## src/rtl/game_sequencer_if.sv

```systemverilog
// Command channel between a game controller and game_sequencer.
interface game_sequencer_if #(
  parameter int unsigned LEN_W = 6
);
  logic             cmd_valid;
  logic             cmd_ready;
  logic [1:0]       cmd_mode;
  logic             cmd_load;
  logic [3:0]       cmd_value;
  logic [LEN_W-1:0] cmd_len;

  modport master (
    output cmd_valid, cmd_mode, cmd_load, cmd_value, cmd_len,
    input  cmd_ready
  );

  modport slave (
    input  cmd_valid, cmd_mode, cmd_load, cmd_value, cmd_len,
    output cmd_ready
  );
endinterface

```

## src/rtl/game_sequencer.sv

```systemverilog
// game_sequencer: runs commanded up/down counter segments, tallies win/lose
// events and halts on GAMEOVER until game_clr.
// Optional macro GAME_SEQ_CHECK_EN adds a sticky count-prediction check.
module game_sequencer #(
  parameter int unsigned LEN_W = 6
) (
  input  logic       clk,
  input  logic       reset,
  game_sequencer_if.slave cmd,
  input  logic       game_clr,
  input  logic       WINNER,
  input  logic       LOSER,
  input  logic       GAMEOVER,
  input  logic [1:0] WHO,
  input  logic [3:0] count,
  output logic [1:0] control_value,
  output logic       INIT,
  output logic [3:0] count_input,
  output logic       ctr_reset,
  output logic       busy,
  output logic       done,
  output logic [1:0] result_who,
  output logic [3:0] win_seen,
  output logic [3:0] lose_seen,
  output logic       check_err
);

  typedef enum logic [1:0] {StIdle, StLoad, StRun, StHalt} state_e;

  state_e           state_q, state_d;
  logic [1:0]       mode_q, mode_d;
  logic [3:0]       value_q, value_d;
  logic [LEN_W-1:0] rem_q, rem_d;
  logic [1:0]       who_q, who_d;
  logic [3:0]       win_q, win_d, lose_q, lose_d;
  logic             clr_hit;
  logic             cmd_ready_q, busy_q, done_q, init_q, ctr_reset_q;

  // Next-state, segment latching, tallies and GAMEOVER override.
  always_comb begin
    state_d = state_q;
    mode_d  = mode_q;
    value_d = value_q;
    rem_d   = rem_q;
    who_d   = who_q;
    win_d   = win_q;
    lose_d  = lose_q;
    clr_hit = 1'b0;

    if (state_q == StLoad || state_q == StRun) begin
      if (WINNER && win_q != 4'hf) win_d = win_q + 4'd1;
      if (LOSER && lose_q != 4'hf) lose_d = lose_q + 4'd1;
    end

    unique case (state_q)
      StIdle: begin
        if (cmd.cmd_valid && !GAMEOVER) begin
          mode_d  = cmd.cmd_mode;
          value_d = cmd.cmd_value;
          rem_d   = (cmd.cmd_len == '0) ? LEN_W'(1) : cmd.cmd_len;
          state_d = cmd.cmd_load ? StLoad : StRun;
        end
      end
      StLoad: state_d = StRun;
      StRun: begin
        rem_d = rem_q - LEN_W'(1);
        if (rem_q == LEN_W'(1)) state_d = StIdle;
      end
      StHalt: begin
        if (game_clr) begin
          clr_hit = 1'b1;
          win_d   = '0;
          lose_d  = '0;
          who_d   = '0;
          state_d = StIdle;
        end
      end
    endcase

    // GAMEOVER wins over segment end and over a command offered in IDLE.
    if (GAMEOVER && state_q != StHalt) begin
      state_d = StHalt;
      who_d   = WHO;
    end
  end

  // State and registered outputs, all derived from the next state.
  always_ff @(posedge clk or negedge reset) begin
    if (!reset) begin
      state_q     <= StIdle;
      mode_q      <= '0;
      value_q     <= '0;
      rem_q       <= '0;
      who_q       <= '0;
      win_q       <= '0;
      lose_q      <= '0;
      cmd_ready_q <= 1'b0;
      busy_q      <= 1'b0;
      done_q      <= 1'b0;
      init_q      <= 1'b0;
      ctr_reset_q <= 1'b0;
    end else begin
      state_q     <= state_d;
      mode_q      <= mode_d;
      value_q     <= value_d;
      rem_q       <= rem_d;
      who_q       <= who_d;
      win_q       <= win_d;
      lose_q      <= lose_d;
      cmd_ready_q <= (state_d == StIdle);
      busy_q      <= (state_d == StLoad) || (state_d == StRun);
      done_q      <= (state_d == StHalt);
      init_q      <= (state_d == StLoad);
      ctr_reset_q <= clr_hit;
    end
  end

  assign cmd.cmd_ready = cmd_ready_q;
  assign control_value = mode_q;
  assign count_input   = value_q;
  assign INIT          = init_q;
  assign ctr_reset     = ctr_reset_q;
  assign busy          = busy_q;
  assign done          = done_q;
  assign result_who    = who_q;
  assign win_seen      = win_q;
  assign lose_seen     = lose_q;

`ifdef GAME_SEQ_CHECK_EN
  logic [3:0] prev_count_q;
  logic       prev_run_q;
  logic       err_q;
  logic [3:0] step;

  // Mode step as a mod-16 addend (-1 = +15, -2 = +14).
  always_comb begin
    case (mode_q)
      2'b00:   step = 4'd1;
      2'b01:   step = 4'd2;
      2'b10:   step = 4'd15;
      default: step = 4'd14;
    endcase
  end

  // Compare count against last cycle's count plus step, from 2nd RUN cycle on.
  always_ff @(posedge clk or negedge reset) begin
    if (!reset) begin
      prev_count_q <= '0;
      prev_run_q   <= 1'b0;
      err_q        <= 1'b0;
    end else begin
      prev_count_q <= count;
      prev_run_q   <= (state_q == StRun);
      if (clr_hit) begin
        err_q <= 1'b0;
      end else if (state_q == StRun && prev_run_q && count != prev_count_q + step) begin
        err_q <= 1'b1;
      end
    end
  end

  assign check_err = err_q;
`else
  logic unused_count;
  assign unused_count = ^count;
  assign check_err    = 1'b0;
`endif

endmodule

```

## src/flat_wrapper.sv

```systemverilog
// flat-port wrapper written by rule: the top's interface ports become plain ports
module game_sequencer_flat 
#(
  parameter int unsigned LEN_W = 6
)
  (clk, reset, game_clr, WINNER, LOSER, GAMEOVER, WHO, count, control_value, INIT, count_input, ctr_reset, busy, done, result_who, win_seen, lose_seen, check_err, cmd_cmd_valid, cmd_cmd_mode, cmd_cmd_load, cmd_cmd_value, cmd_cmd_len, cmd_cmd_ready);
  game_sequencer_if #(.LEN_W(LEN_W)) cmd_i ();
  input  logic clk;
  input  logic reset;
  input  logic game_clr;
  input  logic WINNER;
  input  logic LOSER;
  input  logic GAMEOVER;
  input  logic [1:0] WHO;
  input  logic [3:0] count;
  output logic [1:0] control_value;
  output logic INIT;
  output logic [3:0] count_input;
  output logic ctr_reset;
  output logic busy;
  output logic done;
  output logic [1:0] result_who;
  output logic [3:0] win_seen;
  output logic [3:0] lose_seen;
  output logic check_err;
  input wire logic [$bits(cmd_i.cmd_valid)-1:0] cmd_cmd_valid;
  input wire logic [$bits(cmd_i.cmd_mode)-1:0] cmd_cmd_mode;
  input wire logic [$bits(cmd_i.cmd_load)-1:0] cmd_cmd_load;
  input wire logic [$bits(cmd_i.cmd_value)-1:0] cmd_cmd_value;
  input wire logic [$bits(cmd_i.cmd_len)-1:0] cmd_cmd_len;
  output wire logic [$bits(cmd_i.cmd_ready)-1:0] cmd_cmd_ready;
  assign cmd_i.cmd_valid = cmd_cmd_valid;
  assign cmd_i.cmd_mode = cmd_cmd_mode;
  assign cmd_i.cmd_load = cmd_cmd_load;
  assign cmd_i.cmd_value = cmd_cmd_value;
  assign cmd_i.cmd_len = cmd_cmd_len;
  assign cmd_cmd_ready = cmd_i.cmd_ready;
  game_sequencer #(.LEN_W(LEN_W)) u_core (.clk(clk), .reset(reset), .cmd(cmd_i), .game_clr(game_clr), .WINNER(WINNER), .LOSER(LOSER), .GAMEOVER(GAMEOVER), .WHO(WHO), .count(count), .control_value(control_value), .INIT(INIT), .count_input(count_input), .ctr_reset(ctr_reset), .busy(busy), .done(done), .result_who(result_who), .win_seen(win_seen), .lose_seen(lose_seen), .check_err(check_err));
endmodule
```

## config.mk

```make
export PLATFORM = sky130hd
export DESIGN_NAME = game_sequencer_flat
export DESIGN_NICKNAME = d
export VERILOG_FILES = /design/src/rtl/game_sequencer_if.sv /design/src/rtl/game_sequencer.sv /design/src/flat_wrapper.sv
export SDC_FILE = /design/constraint.sdc
export NUM_CORES = 1
export LEC_CHECK = 0
export BUFFER_PORTS_ARGS = -buffer_cell sky130_fd_sc_hd__buf_2
export CORE_MARGIN = 2
export CORE_UTILIZATION = 50
export CTS_BUF_LIST = sky130_fd_sc_hd__clkbuf_4
export DETAILED_ROUTE_END_ITERATION = 10
export PLACE_DENSITY = 0.83
export SETUP_SLACK_MARGIN = 0.15
export SLEW_MARGIN = 20
export SYNTH_ARGS = -nofsm -noshare
export SYNTH_HDL_FRONTEND = slang
export SYNTH_SLANG_ARGS = --single-unit
```

## constraint.sdc

```tcl
create_clock -name clk -period 2.1 [get_ports clk]
set_input_delay 0.315 -clock clk [delete_from_list [all_inputs] [get_ports clk]]
set_output_delay 0.315 -clock clk [all_outputs]
set_load 0.01 [all_outputs]
```

==> metrics <==
final setup violation count=0; final setup TNS=0 ns; Setup crit end kind=flip-flop; CP Class=flip-flop to flip-flop; Post-Synth Adder-Cell Area=0.0819; WL per Instance=13.1 microns; pre-CTS WS=0.121 ns; Fin. Hold Viols=0; hold crit path type=input port to async pin; CTS tree=built; post-synthesis xor/xnor area fraction=0.0172; area leader, netlist=dfrtp_1; nets=242; Worst Tran Pin Value=0.634 ns; # diodes=0; vias per inst=5.38; HPWL Detailed=2360 microns; worst-path fanout max=6; Peak Freq=0.554 GHz; Post-route DRC=0; 1st-pass router iterations=4; Reg clk slew, reported paths=0.08 ns; initial antenna violation count=0; fillers=272; Synth cell types=45; RSZ-0062 raised after global routing=no; fin crit period=1.81 ns; die width=59.3 microns; Worst Setup Start Kind=flip-flop; Die Footprint=3510 sq um; total grt overflow=0; Max Slew Vio Count=0; Synth Area in Simple Gates=0.216; largest net degree at the start of global routing=30; input/output buffers=42; area occupied by multi-input gates=772 sq um; post-synthesis mux area share=0.0197; first-pass GRT wire length=5040 microns; FF/Latch Area=727 sq um; commonest non-fill, non-tap cell in the layout=buf_2; vias in the first global route=1167; maximum capacitance violations=0; Max VDD drop=0.626 mV; Iter 0 DRT Violations=70; Syn Std Cell Area=1530 sq um; clk_skew=0.00763 ns; Static Leak=0.955 nW; Seq cells post-synth=29; clk root buf=clkbuf_4; area post-placement=1780 sq um; Die Y=59.3 microns; Yosys warning count=0; Final WS setup=0.294 ns; H-tree depth=2; CTS Buf Count=5; status=complete, no violations; io pins=48; core area=2980 sq um; Hold-fix buffers, CTS=0; fin crit share=0.860; WP data required=2.30 ns; row count=20; Synth Area per Inst=9.73 sq um; top-area cell type share of the netlist area=0.475; Compound-Gate Fraction of Synth Area=0.159; via count=1286; post-route ant nets=0; synthesized instance count=157; Slew headroom=0.577; largest family of logic cells by synthesized area=simple AND/OR/NAND/NOR gates; arrival time at the worst endpoint=2.01 ns; All-Layer GR Usage=0.195; layout cells sized above 1=0.316; GP Congestion=0.818; final WL=3120 microns; commonest non-fill, non-tap cells in the layout=42 x buf_2, 28 x dfrtp_1, 26 x nand2_1; Syn-to-layout area delta=21.0%; clk sinks=29; worst skew pair latency=0.31 ns; Net Count, Synth=193; top post-synthesis cells by area=dfrtp_1 48%, ha_1 8.2%, nand2_1 6.4%; PD cells=1420 nW/um^2; Initial Util=0.513; Seq/Total Area, Yosys=0.475; CTS Buffer Depth=2; Final Cell Area=1850 sq um
## area by class of cell
| class | instances | share of cell area |
|---|---|---|
| clock buffers | 6 | 0.0244 |
| clock inverters | 1 | 0.00203 |
| inverters | 7 | 0.0142 |
| multi-input cells | 118 | 0.418 |
| flip-flops and latches | 29 | 0.393 |
| well taps | 33 | 0.0223 |
| repair buffers | 45 | 0.126 |
## path summary, 6_finish.rpt
path / startpoint / to / slack, ns / depth (start not counted)
hold reg to reg: u_core.count_input[3] / u_core.count_input[3] / 0.48 / 2
setup reg to reg: u_core.state_q[1] / u_core.busy / 0.29 / 5
max in group asynchronous: reset / u_core.state_q[1] / 1.62 / 1
setup / recovery: u_core.state_q[1] / u_core.busy / 0.29 / 5
hold / removal: reset / u_core.rem_q[5] / 0.02 / 1
min in group clk: cmd_cmd_value[3] / u_core.count_input[3] / 0.19 / 3
## routing by layer
metal	global-route usage	wire length (microns)
met5	0	0
met4	0.0779	29
met3	0.0655	157
met2	0.323	1550
met1	0.232	1380
## critical path, stage by stage (launching register included)
cell	delay [ns]
dfrtp_2	0.43
ha_2	0.24
nor2b_1	0.26
o21ai_0	0.19
a211o_1	0.29
ha_1	0.28
## cell families (layout without fill, tap and decap cells)
family	after synthesis	after routing
and+or+nand+nor	65	65
AOI/OAI and AO/OA	36	36
DFF	29	29
adders and majority gates	10	10
buffers and inverters	10	59
xor gates and xnor gates	3	3
muxes	3	3
other	1	1
## stage by stage
step / cells / utilization / hold slack (ns) / total power [mW]
global placement: 231 / 0.597 / 0.369 / 2.23
finish: 239 / 0.621 / 0.0179 / 2.62
detailed placement: 231 / 0.597 / 0.370 / 2.27
CTS: 238 / 0.615 / 0.0194 / 2.61
global route: 239 / 0.621 / 0.0537 / 2.85
floorplan: 157 / - / 0.0194 / 1.87
## state kept, by name (all words and copies together) (netlist names)
name / count
u_core.control_value: 2
u_core.ctr_reset: 1
u_core.rem_q: 6
u_core.win_seen: 4
u_core.count_input: 4
u_core.lose_seen: 4
u_core.cmd.cmd_ready: 1
u_core.result_who: 2
u_core.busy: 1
u_core.INIT: 1
u_core.state_q: 2
u_core.done: 1
## cells in the mapped netlist (all sizes together)
cell,instances
dfrtp,29
nand2,26
nor2,14
o21ai,12
ha,10
a21oi,9
inv,7
nand3,7
nand2b,4
nor3,4
buf,3
mux2i,3
o22a,3
a211oi,2
a21boi,2
xnor2,2
a211o,1
a21o,1
a221o,1
a221oi,1
a31o,1
a31oi,1
a41oi,1
and2,1
and2b,1
and3,1
conb,1
nand3b,1
nand4,1
nand4b,1
nor2b,1
nor3b,1
o211ai,1
or3,1
or4,1
xor2,1
## timing repair
action | CTS | global route
endpoints found under the setup margin | 1 | 3
buffers inserted | 0 | 1
resized for setup | 1 | 3
pin swaps | 0 | 1
## power by group
part / internal (mW) / switching (mW)
clock network: 0.134 / 0.168
registers: 0.801 / 0.183
logic: 0.575 / 0.754
total: 1.51 / 1.10
Note: power is estimated with default switching activity, not from simulation.
